==> config.mk <==
export PLATFORM = sky130hd
export DESIGN_NAME = cpu_lockstep_cmp
export DESIGN_NICKNAME = d
export VERILOG_FILES = /design/src/rtl/cpu_lockstep_cmp_pkg.sv /design/src/rtl/cpu_lockstep_cmp_fifo.sv /design/src/rtl/cpu_lockstep_cmp.sv
export SDC_FILE = /design/constraint.sdc
export NUM_CORES = 1
export LEC_CHECK = 0
export ABC_CLOCK_PERIOD_IN_PS = 13900
export CORE_ASPECT_RATIO = 1.1
export CORE_MARGIN = 2
export CORE_UTILIZATION = 40
export CTS_CLUSTER_DIAMETER = 30
export DETAILED_ROUTE_END_ITERATION = 6
export MAX_ROUTING_LAYER = met4
export PLACE_DENSITY = 0.66
export REMOVE_ABC_BUFFERS = 1
export SYNTH_ARGS = -nofsm -noshare
export SYNTH_HDL_FRONTEND = slang
export SYNTH_SLANG_ARGS = --single-unit
==> constraint.sdc <==
create_clock -name clk -period 13.9 [get_ports clk]
set_input_delay 4.17 -clock clk [delete_from_list [all_inputs] [get_ports clk]]
set_output_delay 4.17 -clock clk [all_outputs]
set_load 0.01 [all_outputs]
==> src/rtl/cpu_lockstep_cmp_pkg.sv <==
// Shared types for the lockstep comparator: one captured bus transaction and its compare.
package cpu_lockstep_pkg;

  localparam int MAX_NCH = 8;
  localparam int MAX_AW  = 32;
  localparam int MAX_DW  = 32;

  // Fields are stored at maximum width; unused upper bits are always zero.
  typedef struct packed {
    logic [MAX_AW-1:0] addr;
    logic [MAX_DW-1:0] data;
    logic              rw;
  } trk_t;

  // 1 when both transactions agree on address, data and direction.
  function automatic logic trk_cmp(input trk_t a, input trk_t b);
    return a == b;
  endfunction

endpackage

==> src/rtl/cpu_lockstep_cmp_fifo.sv <==
// Synchronous per-channel transaction FIFO; pointers carry an extra wrap bit for full detection.
module trk_fifo
  import cpu_lockstep_pkg::*;
#(
  parameter int DEPTH = 8
) (
  input  logic                     clk,
  input  logic                     b_rst,
  input  logic                     push,
  input  logic                     pop,
  input  logic                     flush,
  input  trk_t                     din,
  output trk_t                     dout,
  output logic                     full,
  output logic                     empty,
  output logic [$clog2(DEPTH):0]   count
);

  localparam int PW = $clog2(DEPTH);

  trk_t         mem [DEPTH];
  logic [PW:0]  wptr;
  logic [PW:0]  rptr;
  logic         do_push;
  logic         do_pop;

  assign empty   = (wptr == rptr);
  assign full    = (wptr[PW] != rptr[PW]) && (wptr[PW-1:0] == rptr[PW-1:0]);
  assign count   = wptr - rptr;
  assign do_pop  = pop & ~empty;
  // A full FIFO still accepts a push when the same edge frees the head slot.
  assign do_push = push & (~full | do_pop);
  assign dout    = mem[rptr[PW-1:0]];

  always_ff @(posedge clk) begin
    if (!b_rst || flush) begin
      wptr <= '0;
      rptr <= '0;
    end else begin
      if (do_push) wptr <= wptr + 1'b1;
      if (do_pop)  rptr <= rptr + 1'b1;
    end
  end

  always_ff @(posedge clk) begin
    if (do_push) mem[wptr[PW-1:0]] <= din;
  end

endmodule

==> src/rtl/cpu_lockstep_cmp.sv <==
// Lockstep bus comparator: channel 0 is the reference, active DUV channels are compared in
// order against it once every active FIFO holds a transaction.
module cpu_lockstep_cmp
  import cpu_lockstep_pkg::*;
#(
  parameter int NCH      = 2,
  parameter int DEPTH    = 8,
  parameter int AW       = 16,
  parameter int DW       = 8,
  parameter int MAX_SKEW = 64,
  parameter int CNT_W    = 32
) (
  input  logic              clk,
  input  logic              b_rst,
  input  logic              en,
  input  logic              clr_stats,
  input  logic [NCH-1:0]    ch_mask,
  input  logic [NCH-1:0]    trk_valid,
  input  logic [NCH*AW-1:0] trk_addr,
  input  logic [NCH*DW-1:0] trk_data,
  input  logic [NCH-1:0]    trk_rw,
  output logic              cmp_pulse,
  output logic [CNT_W-1:0]  cmp_count,
  output logic [CNT_W-1:0]  err_count,
  output logic              mismatch,
  output logic [2:0]        first_err_ch,
  output logic [AW-1:0]     first_err_addr,
  output logic [DW-1:0]     first_err_exp,
  output logic [DW-1:0]     first_err_act,
  output logic [NCH-1:0]    overflow,
  output logic              timeout
);

  localparam int SW = $clog2(MAX_SKEW + 1);

  function automatic logic [CNT_W-1:0] sat_inc(input logic [CNT_W-1:0] v);
    return (&v) ? v : v + 1'b1;
  endfunction

  trk_t                 din   [NCH];
  trk_t                 head  [NCH];
  logic [$clog2(DEPTH):0] fcnt [NCH];
  logic [NCH-1:0]       act, push, pop, full, empty, nonempty, mm;
  logic                 do_cmp, some_ne, some_e;
  logic [SW-1:0]        skew_cnt, skew_nxt;
  logic [2:0]           err_ch;
  logic [DW-1:0]        err_act;

  // Reference channel is always active regardless of its mask bit.
  assign act = ch_mask | NCH'(1);

  for (genvar i = 0; i < NCH; i++) begin : g_ch
    assign din[i]  = '{addr: MAX_AW'(trk_addr[i*AW +: AW]),
                       data: MAX_DW'(trk_data[i*DW +: DW]),
                       rw:   trk_rw[i]};
    assign push[i] = en & trk_valid[i] & act[i];
    assign pop[i]  = do_cmp & act[i];
    assign nonempty[i] = act[i] & (fcnt[i] != '0);

    trk_fifo #(.DEPTH(DEPTH)) u_fifo (
      .clk   (clk),
      .b_rst (b_rst),
      .push  (push[i]),
      .pop   (pop[i]),
      .flush (~act[i]),
      .din   (din[i]),
      .dout  (head[i]),
      .full  (full[i]),
      .empty (empty[i]),
      .count (fcnt[i])
    );

    if (i == 0) begin : g_ref
      assign mm[i] = 1'b0;
    end else begin : g_duv
      assign mm[i] = act[i] & ~trk_cmp(head[i], head[0]);
    end
  end

  assign do_cmp  = en & (&(~act | ~empty));
  assign some_ne = |nonempty;
  assign some_e  = |(act & empty);

  always_comb begin
    err_ch  = '0;
    err_act = '0;
    for (int i = NCH - 1; i >= 1; i--) begin
      if (mm[i]) begin
        err_ch  = 3'(i);
        err_act = head[i].data[DW-1:0];
      end
    end
  end

  always_comb begin
    skew_nxt = skew_cnt;
    if (do_cmp || !some_ne)
      skew_nxt = '0;
    else if (en && some_e && skew_cnt != SW'(MAX_SKEW))
      skew_nxt = skew_cnt + 1'b1;
  end

  always_ff @(posedge clk) begin
    if (!b_rst) begin
      cmp_pulse      <= 1'b0;
      cmp_count      <= '0;
      err_count      <= '0;
      mismatch       <= 1'b0;
      first_err_ch   <= '0;
      first_err_addr <= '0;
      first_err_exp  <= '0;
      first_err_act  <= '0;
      overflow       <= '0;
      timeout        <= 1'b0;
      skew_cnt       <= '0;
    end else begin
      cmp_pulse <= do_cmp;
      if (clr_stats) begin
        cmp_count      <= '0;
        err_count      <= '0;
        mismatch       <= 1'b0;
        first_err_ch   <= '0;
        first_err_addr <= '0;
        first_err_exp  <= '0;
        first_err_act  <= '0;
        overflow       <= '0;
        timeout        <= 1'b0;
        skew_cnt       <= '0;
      end else begin
        skew_cnt <= skew_nxt;
        if (skew_nxt == SW'(MAX_SKEW)) timeout <= 1'b1;
        overflow <= overflow | (push & full & ~pop);
        if (do_cmp) begin
          cmp_count <= sat_inc(cmp_count);
          if (|mm) begin
            err_count <= sat_inc(err_count);
            // Capture registers describe only the first failure since reset or clear.
            if (!mismatch) begin
              mismatch       <= 1'b1;
              first_err_ch   <= err_ch;
              first_err_addr <= head[0].addr[AW-1:0];
              first_err_exp  <= head[0].data[DW-1:0];
              first_err_act  <= err_act;
            end
          end
        end
      end
    end
  end

endmodule

======== Word level (Yosys, flattened, before mapping) ========
Memory sizes are Yosys's and may differ from the RTL's. A register that Yosys moved wholly into a read port is not among the register bits.
Cells that the tools add are included.
operators by class
  $add $sub $neg .......................... 9
  multipliers ............................. 0
  divide/modulo/power cells ............... 0
  order comparisons ....................... 0
  equality and inequality tests ........... 9
  shifts and indexed selects .............. 0
  mux-type cells .......................... 10
  bitwise operators ....................... 31
  reductions and logical operators ........ 20
operators by type and width
  kind                                           number
  equality test 65 bit                           1
  adder 32 x 1 -> 32 bit, second input constant  2
  AND reduction 32 bit                           2
  adder 4 x 1 -> 4 bit, second input constant    4
  2-to-1 mux 7 bit                               2
  2-to-1 mux 3 bit                               4
  bitwise AND 1 bit                              11
  NOT 1 bit                                      10
  equality test 4 bit                            2
  nonzero test 4 bit                             2
  subtractor 4 bit                               2
  adder 7 x 1 -> 7 bit, second input constant    1
  equality test 7 bit, second input constant     1
  != test 7 bit, second input constant           1
  bitwise AND 2 bit                              3
  equality test 3 bit                            2
  NOT 2 bit                                      3
  AND reduction 2 bit                            3
  AND reduction 3 bit                            2
  OR reduction 2 bit                             3
  logical AND 1 bit                              4
  2-to-1 mux 1 bit                               4
  OR 2 bit                                       2
  zero test 1 bit                                2
  other kinds (3)                                6
word-level totals
  register bits after elaboration ......... 125
  latch bits .............................. 0
  RAM bits ................................ 400
  memory bits (read-only) ................. 0
  input bits .............................. 58
  output and inout port bits .............. 104
  word-level logic and storage cells ...... 96
  memories kept ........................... 2
memory list
  memory              depth  width  rd ports  clocked after Yosys merged registers in  wr ports  line                         text
  g_ch[0].u_fifo.mem  8      25     1         1                                        1         cpu_lockstep_cmp_fifo.sv:21  trk_t mem [DEPTH];
  g_ch[1].u_fifo.mem  8      25     1         1                                        1         cpu_lockstep_cmp_fifo.sv:21

======== Logic depth before layout (Yosys ltp) ========
Gate-level depths: netlist (run 1).
  depth in word-level cells ............... 11
  mapped depth ............................ 14
  gate-level depth less buffers ........... 10

======== Hierarchy ========
From an unflattened synthesis (run 1), not the netlist that was laid out.
unflattened totals
  cells, all modules ...................... 2343
  area total of the unflattened synthesis .. 46113.0 µm²
modules (own cells, without submodules)
  module            instances  cells each  area each (µm²)  seq. area each (µm²)
  trk_fifo          2          825         20130.6          15835.2
  cpu_lockstep_cmp  1          693         5851.9           2182.1

======== Worst setup path after synthesis (run 1) ========
No wires, ideal clock.
  path kind ............................... input to register
  from .................................... input ch_mask[1]
  to ...................................... memory g_ch[0].u_fifo.mem[0][0] (netlist bit) (enable)
  setup time .............................. 0.470 ns
  arrival time ............................ 7.634 ns
  data required time ...................... 13.430 ns
  setup slack ............................. 5.796 ns
  cell stages on the path ................. 6
  path buffers ............................ 1
  path through ............................ a32oi_1 and2_1 clkbuf_1 nor3_1 nand3b_1 nor4_1
on the way
  cells in the longest elaborated chain, start to end .. 9
RTL lines
  what                                    line                         text
  from (decl)                             cpu_lockstep_cmp.sv:17       input logic [NCH-1:0] ch_mask,
  NOT 2 bit                               cpu_lockstep_cmp.sv:80       assign do_cmp = en & (&(~act | ~empty));
  OR 2 bit                                cpu_lockstep_cmp.sv:80
  AND reduction 2 bit                     cpu_lockstep_cmp.sv:80
  bitwise AND 1 bit                       cpu_lockstep_cmp.sv:80
  bitwise AND 1 bit                       cpu_lockstep_cmp_fifo.sv:30  assign do_pop = pop & ~empty;
  OR 1 bit                                cpu_lockstep_cmp_fifo.sv:32  assign do_push = push & (~full | do_pop);
  bitwise AND 1 bit                       cpu_lockstep_cmp_fifo.sv:32
  2-to-1 mux 1 bit                        cpu_lockstep_cmp_fifo.sv:46  if (do_push) mem[wptr[PW-1:0]] <= din;
  2-to-1 mux 1 bit (implied by the code)  cpu_lockstep_cmp_fifo.sv:46
  to (decl)                               cpu_lockstep_cmp_fifo.sv:21
No other way between the ends.

======== Worst setup path in the final report (run 1) ========
  from .................................... input ch_mask[1]
  to ...................................... register first_err_act[1]
on the way
  cells in the longest elaborated chain, start to end .. 5
  elaborated cells between the ends (all ways) .. 6
  those cells by class .................... 4 x bitwise; 2 x reduce/logical
RTL lines
  what                               line                     text
  NOT 2 bit                          cpu_lockstep_cmp.sv:80
  OR 2 bit                           cpu_lockstep_cmp.sv:80
  AND reduction 2 bit                cpu_lockstep_cmp.sv:80
  bitwise AND 1 bit                  cpu_lockstep_cmp.sv:80
  AND reduction 3 bit (no line) (*)  n/a
  to (signal assigned)               cpu_lockstep_cmp.sv:143  first_err_act <= err_act;
  to (decl)                          cpu_lockstep_cmp.sv:29   output logic [DW-1:0] first_err_act,
Every way passes the cells marked *; elsewhere a longest branch is shown, timed or not.
A chain may end at the register's enable or synchronous reset.

==> results of run 1 <==
## worst register-to-register path, delay by kind of cell, from the launching register on
| family | cells | cell delay [ns] |
|---|---|---|
| AOI/OAI and AO/OA | 2 | 0.41 |
| xor gates and xnor gates | 1 | 0.18 |
| buffers and inverters | 2 | 1.04 |
| DFF | 1 | 0.31 |
| muxes | 2 | 1.11 |
| and+or+nand+nor | 3 | 1.16 |
## through the flow
stage | power [uW] | cell area, um^2 | hold WS (ns) | utilization [%] | cells
after floorplan | 1820 | 20900 | 0.491 | - | 1273
after global placement | 1880 | 23600 | 0.452 | 45.0 | 2131
after detailed placement | 1890 | 23600 | 0.468 | 45.0 | 2131
after CTS | 4420 | 27300 | 0.478 | 52.0 | 2323
after global routing | 4510 | 27300 | 0.511 | 52.0 | 2330
final | 4380 | 27300 | 0.472 | 52.0 | 2330
## metal layers
layer	track usage [%]	up-vias	wire [um]
met5	-	-	0
met4	6.10	0	884
met3	4.75	67	3350
met2	28.7	380	23400
met1	22.3	6258	20300
li1	-	5675	-
## sequential cells by signal, indices dropped and copies added (netlist names), named ones only
name / flops
g_ch.u_fifo.mem: 400
first_err_exp: 8
g_ch.u_fifo.rptr: 8
first_err_ch: 1
first_err_act: 8
overflow: 2
skew_cnt: 7
cmp_count: 32
cmp_pulse: 1
mismatch: 1
g_ch.u_fifo.wptr: 8
err_count: 32
timeout: 1
first_err_addr: 16
## cell usage in the layout (no fill, tap or decap), types with 10 or more instances in the layout
cell type | Yosys | layout
a21oi_1 | 30 | 30
nand2_1 | 76 | 76
clkdlybuf4s50_1 | 0 | 158
o21ai_0 | 14 | 14
edfxtp_1 | 400 | 400
mux4_2 | 98 | 98
xnor2_1 | 39 | 39
nor4_1 | 12 | 10
nand3_1 | 34 | 34
bufinv_16 | 0 | 16
clkinv_1 | 0 | 13
a211oi_1 | 28 | 28
and2_1 | 14 | 14
mux2i_1 | 60 | 60
nand2b_1 | 24 | 23
nor2_1 | 97 | 94
xor2_1 | 32 | 32
and3_1 | 16 | 16
or3_1 | 12 | 12
nor3_1 | 35 | 27
inv_1 | 14 | 14
dfxtp_1 | 131 | 125
buf_4 | 5 | 25
nand4_1 | 21 | 21
clkbuf_1 | 27 | 12
ha_1 | 14 | 14
clkinv_2 | 0 | 21
clkbuf_16 | 0 | 104
## cell type report
| type | count | share of cell area (%) |
|---|---|---|
| multi-input combinational | 728 | 23.2 |
| tap | 675 | 3.09 |
| timing repair buffer | 183 | 6.48 |
| clock inverter | 71 | 3.37 |
| clock buffer | 121 | 9.95 |
| inverter | 14 | 0.192 |
| antenna | 7 | 0.0642 |
| sequential | 531 | 53.6 |
## power groups by stage
stage / Combinational [uW] / Sequential, uW / Clock, uW
2_1_floorplan: 64.4 / 1760 / 0
3_3_place_gp: 128 / 1750 / 0
3_5_place_dp: 131 / 1750 / 0
4_1_cts: 132 / 1730 / 2570
5_1_grt: 141 / 1720 / 2650
6_report: 130 / 1730 / 2520
## worst paths after layout
| path | endpoint | from | slack, ns |
|---|---|---|---|
| min reg2reg | overflow[1]$_SDFF_PP0_ | overflow[1]$_SDFF_PP0_ | 0.47 |
| min | overflow[1]$_SDFF_PP0_ | overflow[1]$_SDFF_PP0_ | 0.47 |
| max | first_err_act[1]$_SDFFE_PP0P_ | ch_mask[1] | 6.73 |
| max reg2reg | first_err_act[1]$_SDFFE_PP0P_ | flop | 9.51 |
## kinds of logic after synthesis
logic type      share of synthesized area [%]
compound gates                           3.20
xor+xnor                                 2.92
fa+ha+maj                               0.822
buf+inv                                  2.01
flops                                    68.7
mux                                      13.7
other cells                            0.0176
simple gates                             8.62
## synth_stat cells (2+ instances only)
cell,count,area (um^2)
o211ai_1,4,30.0
o21ai_0,14,70.1
or4_1,8,60.1
a211oi_1,28,210
nor4_1,12,75.1
xor2_1,32,280
inv_1,14,52.6
and2_1,14,87.6
a31oi_1,2,12.5
nand2_1,76,285
clkbuf_1,27,101
buf_2,21,105
nand4_1,21,131
nor2_1,97,364
nand2b_1,24,150
o21a_1,4,30.0
o31ai_1,8,60.1
mux4_2,98,2210
buf_6,11,124
nand3_1,34,170
mux2i_2,4,55.1
buf_1,2,7.51
dfxtp_1,131,2620
and4_1,9,78.8
edfxtp_1,400,12000
nor3_1,35,175
a21oi_1,30,150
o41ai_1,3,26.3
mux2i_1,60,601
ha_1,14,175
nor2b_1,5,31.3
nor3b_1,4,30.0
xnor2_1,39,342
and3_1,16,100
mux2_2,5,56.3
buf_4,5,37.5
or3_1,12,75.1
nand3b_1,2,15.0
o22ai_1,2,12.5
==> impl_metrics.py, run 1 <==
metrics = {
    "status": {
        "status": "finished, final reports clean",
    },
    "min_path": {
        "hold_depth": 2,
        "min_path_type": "reg -> reg",
    },
    "route": {
        "viasPerCell": 5.31,
        "wl_per_cell_um": 20.6,
        "via_count": 12400,
        "drt-initial-drc-count": 855,
        "remaining_drc_errors": 0,
        "first_pass_iters": 5,
        "ant_nets": 0,
        "wl_um": 47900,
    },
    "final_layout": {
        "nFillCells": 4241,
        "seq_area_um2": 14600,
        "final_layout_size_suffix_gt1_share_pct": 19.8,
        "multi_input_area_um2": 6340,
        "nets": 1633,
        "syn_to_final_growth_pct": 28.2,
    },
    "clock_tree": {
        "cts_buffers": 103,
        "clk_latency_ns": 0.66,
        "cts_tree": "yes",
        "post-cts-setup-buffers": 0,
        "htree_levels": 3,
        "clk_pin_slew_ns": 0.05,
        "cts.path.max_buffers": 3,
        "cts_hold_buf": 0,
        "cts.sinks": 531,
        "clock-root-buffer": "clkbuf_16",
        "ctsResizeCount": 0,
    },
    "timing": {
        "post-route-period-util_pct": 51.6,
        "max_freq_ghz": 0.139,
        "finClkSkew_ns": 0.0392,
        "tightestPinTransition_ns": 1.04,
        "timing.slew.headroom_pct": 30.5,
        "rsz0062_at_grt": "no",
        "layout_setup_ws_ns": 6.73,
        "setup_tns_ns": 0,
        "report.final.hold_viol_count": 0,
        "setup_violations": 0,
        "report.final.slew_viol_count": 0,
        "fin_crit_ns": 7.17,
    },
    "placed_design": {
        "globalplace.congestion": 0.816,
        "detailed_place_hpwl_um": 28100,
        "io_buffers": 158,
        "dp_slack_ns": 6.16,
    },
    "pwr": {
        "power.internal_uw": 3470,
        "power.leakage_uw": 0.00866,
        "p_per_area_nw_per_um2": 160,
        "pwr-share-comb_pct": 3.0,
        "seq_power_share_pct": 39.4,
        "clockPowerShare_pct": 57.6,
        "swShare_pct": 20.7,
        "p_sw_uw": 909,
        "ir_drop_mv": 0.106,
    },
    "critical_path": {
        "critPathBufInv": 2,
        "cp-end-kind": "flop",
        "cp_max_fo": 44,
        "crit_required_ns": 14.44,
        "slowest_stage": "and3_1",
        "rr_worst_depth": 10,
        "path_cells": "clkdlybuf4s50_1, a32oi_1, and3_1, nand2b_1, a31oi_4, buf_4, nor2_1, a211oi_1",
        "cp.depth": 8,
        "critical-path-max-stage-delay_ns": 0.69,
        "crit_type": "in -> reg",
        "cp_top_family": "compound AO/OA/AOI/OAI gates",
        "arrival_ns": 7.71,
        "startpoint_type": "primary input",
    },
    "global_route": {
        "grt_pass1_vias": 12600,
        "track_usage_pct": 18.0,
        "grt_pass1_wl_um": 72900,
        "overflow": 0,
        "antenna_found_initial": 7,
        "grt_start_max_net_pins": 83,
    },
    "yosys": {
        "synthCells": 1338,
        "syn_area_um2": 21300,
        "synth_edf_count": 400,
        "syn_avg_cell_area_um2": 15.9,
        "synth_ff_type": "edfxtp_1",
        "yosysWarnings": 0,
        "ys_types": 50,
        "async_flop_share_pct": 0,
        "ys_ff_latch": 531,
        "ys_seq_area_share_pct": 68.7,
    },
    "floorplanning": {
        "rows": 88,
        "start_util_pct": 40.6,
        "die_w_um": 224,
        "die_h_um": 246,
        "core_um2": 52500,
        "die_area_um2": 55100,
        "boundaryPins": 162,
    },
    "job": {
        "maxCapViolations": 0,
    },
}
Note: power is estimated with default switching activity, not from simulation.
==> run 2, diff against run 1 <==
--- a/config.mk
+++ b/config.mk
@@ -5,7 +5,7 @@
 export SDC_FILE = /design/constraint.sdc
 export NUM_CORES = 1
 export LEC_CHECK = 0
-export ABC_CLOCK_PERIOD_IN_PS = 13900
+export ABC_CLOCK_PERIOD_IN_PS = 6600
 export CORE_ASPECT_RATIO = 1.1
 export CORE_MARGIN = 2
 export CORE_UTILIZATION = 40
==> constraint.sdc (replaced) <==
create_clock -name clk -period 6.6 [get_ports clk]
set_input_delay 1.98 -clock clk [delete_from_list [all_inputs] [get_ports clk]]
set_output_delay 1.98 -clock clk [all_outputs]
set_load 0.01 [all_outputs]
==> impl_metrics.py, run 2 (synthesis gave the netlist of run 1 again) <==
metrics = {
    "critical_path": {
        "startpoint_type": "primary input",
        "crit_required_ns": 6.87,
        "worst_r2r_endpoint": "err_count[12]$_SDFFE_PP0P_",
        "cp_max_fo": 25,
        "rr_worst_depth": 10,
        "crit_type": "in -> reg",
        "reg2reg_slack_ns": 2.23,
        "cp-end-kind": "flop",
        "arrival_ns": 5.03,
    },
    "pwr": {
        "ir_drop_mv": 0.319,
        "seq_power_share_pct": 38.8,
        "power.internal_uw": 7460,
        "power.leakage_uw": 0.00875,
        "totalPowerFinal_uw": 9370,
        "p_sw_uw": 1910,
        "p_per_area_nw_per_um2": 341,
        "pwr-share-comb_pct": 2.9,
        "clockPowerShare_pct": 58.3,
        "swShare_pct": 20.4,
    },
    "timing": {
        "tightestPinTransition_ns": 1.01,
        "post-route-period-util_pct": 72.2,
        "timing.slew.headroom_pct": 32.6,
        "fin_crit_ns": 4.76,
        "max_freq_ghz": 0.210,
        "rsz0062_at_grt": "no",
        "report.final.hold_viol_count": 0,
        "setup_violations": 0,
        "finClkSkew_ns": 0.0250,
        "whs_ns": 0.480,
        "setup_tns_ns": 0,
        "report.final.slew_viol_count": 0,
    },
    "route": {
        "viasPerCell": 5.31,
        "ant_nets": 0,
        "wl_um": 48300,
        "wl_per_cell_um": 20.7,
        "first_pass_iters": 5,
        "remaining_drc_errors": 0,
        "via_count": 12400,
        "drt-initial-drc-count": 796,
    },
    "final_layout": {
        "final_cell_mix": "edfxtp_1, clkdlybuf4s50_1, dfxtp_1",
        "largest_reg_flops": 400,
        "final_layout_size_suffix_gt1_share_pct": 20.8,
        "syn_to_final_growth_pct": 28.8,
        "nets": 1640,
        "final_common_cell": "edfxtp_1",
        "finalInstanceArea_um2": 27400,
    },
    "floorplanning": {
        "boundaryPins": 162,
        "die_w_um": 224,
        "core_um2": 52500,
        "start_util_pct": 40.6,
        "die_h_um": 246,
        "rows": 88,
        "die_area_um2": 55100,
    },
    "global_route": {
        "grt_pass1_vias": 12700,
        "grt_start_max_net_pins": 83,
        "track_usage_pct": 18.2,
        "overflow": 0,
        "antenna_found_initial": 4,
        "grt_pass1_wl_um": 73600,
    },
    "clock_tree": {
        "clock-root-buffer": "clkbuf_16",
        "htree_levels": 3,
        "cts.path.max_buffers": 3,
        "clk_latency_ns": 0.64,
        "post-cts-setup-buffers": 0,
        "cts_tree": "yes",
        "ctsResizeCount": 0,
        "cts.sinks": 531,
        "cts_buffers": 104,
        "clk_pin_slew_ns": 0.05,
        "cts_hold_buf": 0,
    },
    "placed_design": {
        "placed_area_um2": 23700,
        "detailed_place_hpwl_um": 29000,
        "globalplace.congestion": 0.823,
        "io_buffers": 158,
    },
    "min_path": {
        "hp-start": "overflow[1]$_SDFF_PP0_",
        "min_path_type": "reg -> reg",
        "hold_depth": 2,
        "min_to": "overflow[1]$_SDFF_PP0_",
    },
    "job": {
        "maxCapViolations": 0,
    },
    "status": {
        "status": "finished, final reports clean",
    },
}
run 2: changes by cell type in the layout (fill, tap and decap cells not counted), sizes merged:
cell      change
clkinvlp      +2
clkinv       -11
clkbuf        +6
buf           +6
inv           +5
diode         -3
run 2: power groups by stage:
stage | combinational (uW) | sequential [uW] | clock, uW
3_3_place_gp | 267 | 3700 | 0
6_report | 273 | 3640 | 5460
4_1_cts | 276 | 3640 | 5540
3_5_place_dp | 273 | 3700 | 0
5_1_grt | 297 | 3640 | 5710
2_1_floorplan | 136 | 3710 | 0
run 2: worst max-delay path by stage:
stage,startpoint,endpoint,slack (ns),depth (start not counted)
2_1_floorplan,ch_mask[1],g_ch[0].u_fifo.mem[0][0]$_DFFE_PP_,0.59,5
5_1_grt,ch_mask[1],g_ch[1].u_fifo.mem[4][24]$_DFFE_PP_,1.62,7
3_3_place_gp,ch_mask[1],g_ch[1].u_fifo.mem[4][1]$_DFFE_PP_,1.28,7
4_1_cts,ch_mask[1],g_ch[1].u_fifo.mem[4][24]$_DFFE_PP_,1.88,7
6_report,ch_mask[1],g_ch[1].u_fifo.mem[4][23]$_DFFE_PP_,1.84,7
3_5_place_dp,ch_mask[1],g_ch[1].u_fifo.mem[4][24]$_DFFE_PP_,1.21,7
run 2: cell type report:
type	instances	area, um^2
antenna	4	10.0
clock buffer	127	2870
clock inverter	67	858
fill	4220	25100
inverter	14	52.6
multi-input combinational	728	6340
sequential	531	14600
tap	675	845
timing repair buffer	189	1810
run 2: per-layer routing:
layer | vias to the layer above | global-route usage, % | wire length, um
li1 | 5689 | - | -
met1 | 6231 | 22.4 | 20200
met2 | 409 | 29.3 | 23700
met3 | 64 | 4.65 | 3440
met4 | 0 | 6.39 | 989
met5 | - | - | 0
run 2: critical path, cell delays in order:
cell	delay, ns
clkdlybuf4s50_1	0.54
a32oi_1	0.55
and2_1	0.73
o31a_1	0.36
nand2_1	0.20
nor3b_2	0.22
buf_4	0.42
run 2: per-stage QoR:
| step | utilization [%] | setup slack, ns | std cells |
|---|---|---|---|
| 4_1_cts | 52.2 | 1.88 | 2331 |
| 6_report | 52.2 | 1.84 | 2335 |
| 3_3_place_gp | 45.1 | 1.28 | 2137 |
| 3_5_place_dp | 45.1 | 1.21 | 2137 |
| 5_1_grt | 52.2 | 1.62 | 2335 |
| 2_1_floorplan | - | 0.593 | 1273 |
==> run 3, diff against run 2 <==
--- a/config.mk
+++ b/config.mk
@@ -5,7 +5,7 @@
 export SDC_FILE = /design/constraint.sdc
 export NUM_CORES = 1
 export LEC_CHECK = 0
-export ABC_CLOCK_PERIOD_IN_PS = 6600
+export ABC_CLOCK_PERIOD_IN_PS = 4500
 export CORE_ASPECT_RATIO = 1.1
 export CORE_MARGIN = 2
 export CORE_UTILIZATION = 40
==> constraint.sdc (replaced) <==
create_clock -name clk -period 4.5 [get_ports clk]
set_input_delay 1.35 -clock clk [delete_from_list [all_inputs] [get_ports clk]]
set_output_delay 1.35 -clock clk [all_outputs]
set_load 0.01 [all_outputs]
==> impl_metrics.py, run 3 (synthesis gave the netlist of run 1 again) <==
metrics = {
    "critical_path": {
        "critPathBufInv": 3,
        "critical-path-max-stage-delay_ns": 0.68,
        "arrival_ns": 4.15,
        "crit_type": "reg -> reg",
        "path_cells": "buf_4, mux4_2, mux2i_1, xnor2_1, nand3_1, nor3_1, buf_4, and3_1, buf_12, or4_1, a21oi_1",
        "cp_max_fo": 51,
        "reg2reg_slack_ns": 0.87,
        "worst_r2r_endpoint": "err_count[23]$_SDFFE_PP0P_",
        "cp.depth": 11,
        "slowest_stage": "dfxtp_2",
        "cp-end-kind": "flop",
        "rr_worst_depth": 11,
        "crit_required_ns": 5.02,
        "startpoint_type": "flop",
        "cpMostUsedCell": "buf_4",
        "cp_top_family": "simple AND/OR/NAND/NOR gates",
    },
    "clock_tree": {
        "clk_latency_ns": 0.63,
        "cts_tree": "yes",
        "ctsResizeCount": 0,
        "cts_buffers": 104,
        "clock-root-buffer": "clkbuf_16",
        "cts_hold_buf": 0,
        "htree_levels": 3,
        "cts.sinks": 531,
        "cts.path.max_buffers": 3,
        "post-cts-setup-buffers": 0,
        "clk_pin_slew_ns": 0.05,
    },
    "final_layout": {
        "final_util_pct": 52.3,
        "final_layout_size_suffix_gt1_share_pct": 20.2,
        "final_cell_mix": "edfxtp_1, clkdlybuf4s50_1, dfxtp_1",
        "nets": 1651,
        "final_cells": 2346,
        "syn_to_final_growth_pct": 28.9,
        "largest_reg_flops": 400,
        "final_common_cell": "edfxtp_1",
    },
    "placed_design": {
        "globalplace.congestion": 0.849,
        "placedCellCount": 2148,
        "io_buffers": 158,
        "detailed_place_hpwl_um": 29300,
    },
    "global_route": {
        "antenna_found_initial": 5,
        "grt_pass1_vias": 12800,
        "grt_start_max_net_pins": 83,
        "overflow": 0,
        "track_usage_pct": 18.1,
        "grt_pass1_wl_um": 73500,
    },
    "timing": {
        "max_freq_ghz": 0.276,
        "report.final.slew_viol_count": 0,
        "setup_tns_ns": 0,
        "finClkSkew_ns": 0.0335,
        "post-route-period-util_pct": 80.6,
        "report.final.hold_viol_count": 0,
        "setup_violations": 0,
        "tightestPinTransition_ns": 1.03,
        "timing.slew.headroom_pct": 31.5,
        "fin_crit_ns": 3.63,
        "rsz0062_at_grt": "no",
    },
    "min_path": {
        "min_path_type": "reg -> reg",
        "min_to": "overflow[1]$_SDFF_PP0_",
        "hp-start": "overflow[1]$_SDFF_PP0_",
        "hold_depth": 2,
    },
    "route": {
        "first_pass_iters": 7,
        "wl_per_cell_um": 20.5,
        "ant_nets": 0,
        "drt-initial-drc-count": 880,
        "viasPerCell": 5.30,
        "via_count": 12400,
        "wl_um": 48000,
        "remaining_drc_errors": 0,
    },
    "floorplanning": {
        "die_w_um": 224,
        "start_util_pct": 40.6,
        "boundaryPins": 162,
        "core_um2": 52500,
        "die_area_um2": 55100,
        "die_h_um": 246,
        "rows": 88,
    },
    "pwr": {
        "power.leakage_uw": 0.00871,
        "p_per_area_nw_per_um2": 481,
        "ir_drop_mv": 0.329,
    },
    "status": {
        "status": "finished, final reports clean",
    },
    "job": {
        "maxCapViolations": 0,
    },
}
==> run 3: cell count changes in the layout (fill, tap and decap cells not counted), sizes merged <==
cell / delta
buf: +11
bufinv: -5
clkbuf: +2
clkinvlp: +1
diode: +1
inv: +1
==> run 3: final cells by class <==
class / instances / area [um^2]
Clock buffer: 129 / 2750
Antenna cell: 5 / 12.5
Tap cell: 675 / 845
Multi-Input combinational cell: 728 / 6340
Sequential cell: 531 / 14600
Fill cell: 4248 / 25100
Timing Repair Buffer: 200 / 2110
Inverter: 14 / 52.6
Clock inverter: 64 / 714
==> run 3: power by group <==
group | internal [uW] | total [uW] | leakage [uW] | switching [uW]
logic | 179 | 409 | 0.00237 | 230
clock network | 4960 | 7460 | 0.00166 | 2500
registers | 5310 | 5340 | 0.00467 | 25.6
total | 10500 | 13200 | 0.00871 | 2750
==> run 3: worst register-to-register path: stages (launching register included) <==
cell	delay, ns
dfxtp_2	0.68
buf_4	0.40
mux4_2	0.33
mux2i_1	0.51
xnor2_1	0.13
nand3_1	0.14
nor3_1	0.07
buf_4	0.16
and3_1	0.21
buf_12	0.18
or4_1	0.52
a21oi_1	0.18
==> run 3: metal layers <==
layer	GRT usage, %	wire [um]
met3	4.45	3310
met4	6.61	1180
met1	22.3	20300
met2	29.2	23300
met5	-	0
==> run 3: worst max-delay path by stage <==
stage                     slack, ns                             end
after CTS                      0.81      err_count[23]$_SDFFE_PP0P_
after floorplan               -1.44  first_err_addr[2]$_SDFFE_PP0P_
after detailed placement       0.55      cmp_count[23]$_SDFFE_PP0P_
final                          0.87      err_count[23]$_SDFFE_PP0P_
after global routing           0.68      err_count[23]$_SDFFE_PP0P_
after global placement         0.55      cmp_count[23]$_SDFFE_PP0P_
==> run 3: metrics by stage <==
step	worst slack (ns)	hold slack [ns]	power (uW)	cell area [um^2]
2_1_floorplan	-1.44	0.491	5630	20900
3_3_place_gp	0.555	0.453	5830	24000
3_5_place_dp	0.552	0.456	5840	24000
4_1_cts	0.810	0.474	13300	27500
5_1_grt	0.684	0.483	13600	27500
6_report	0.873	0.472	13200	27500
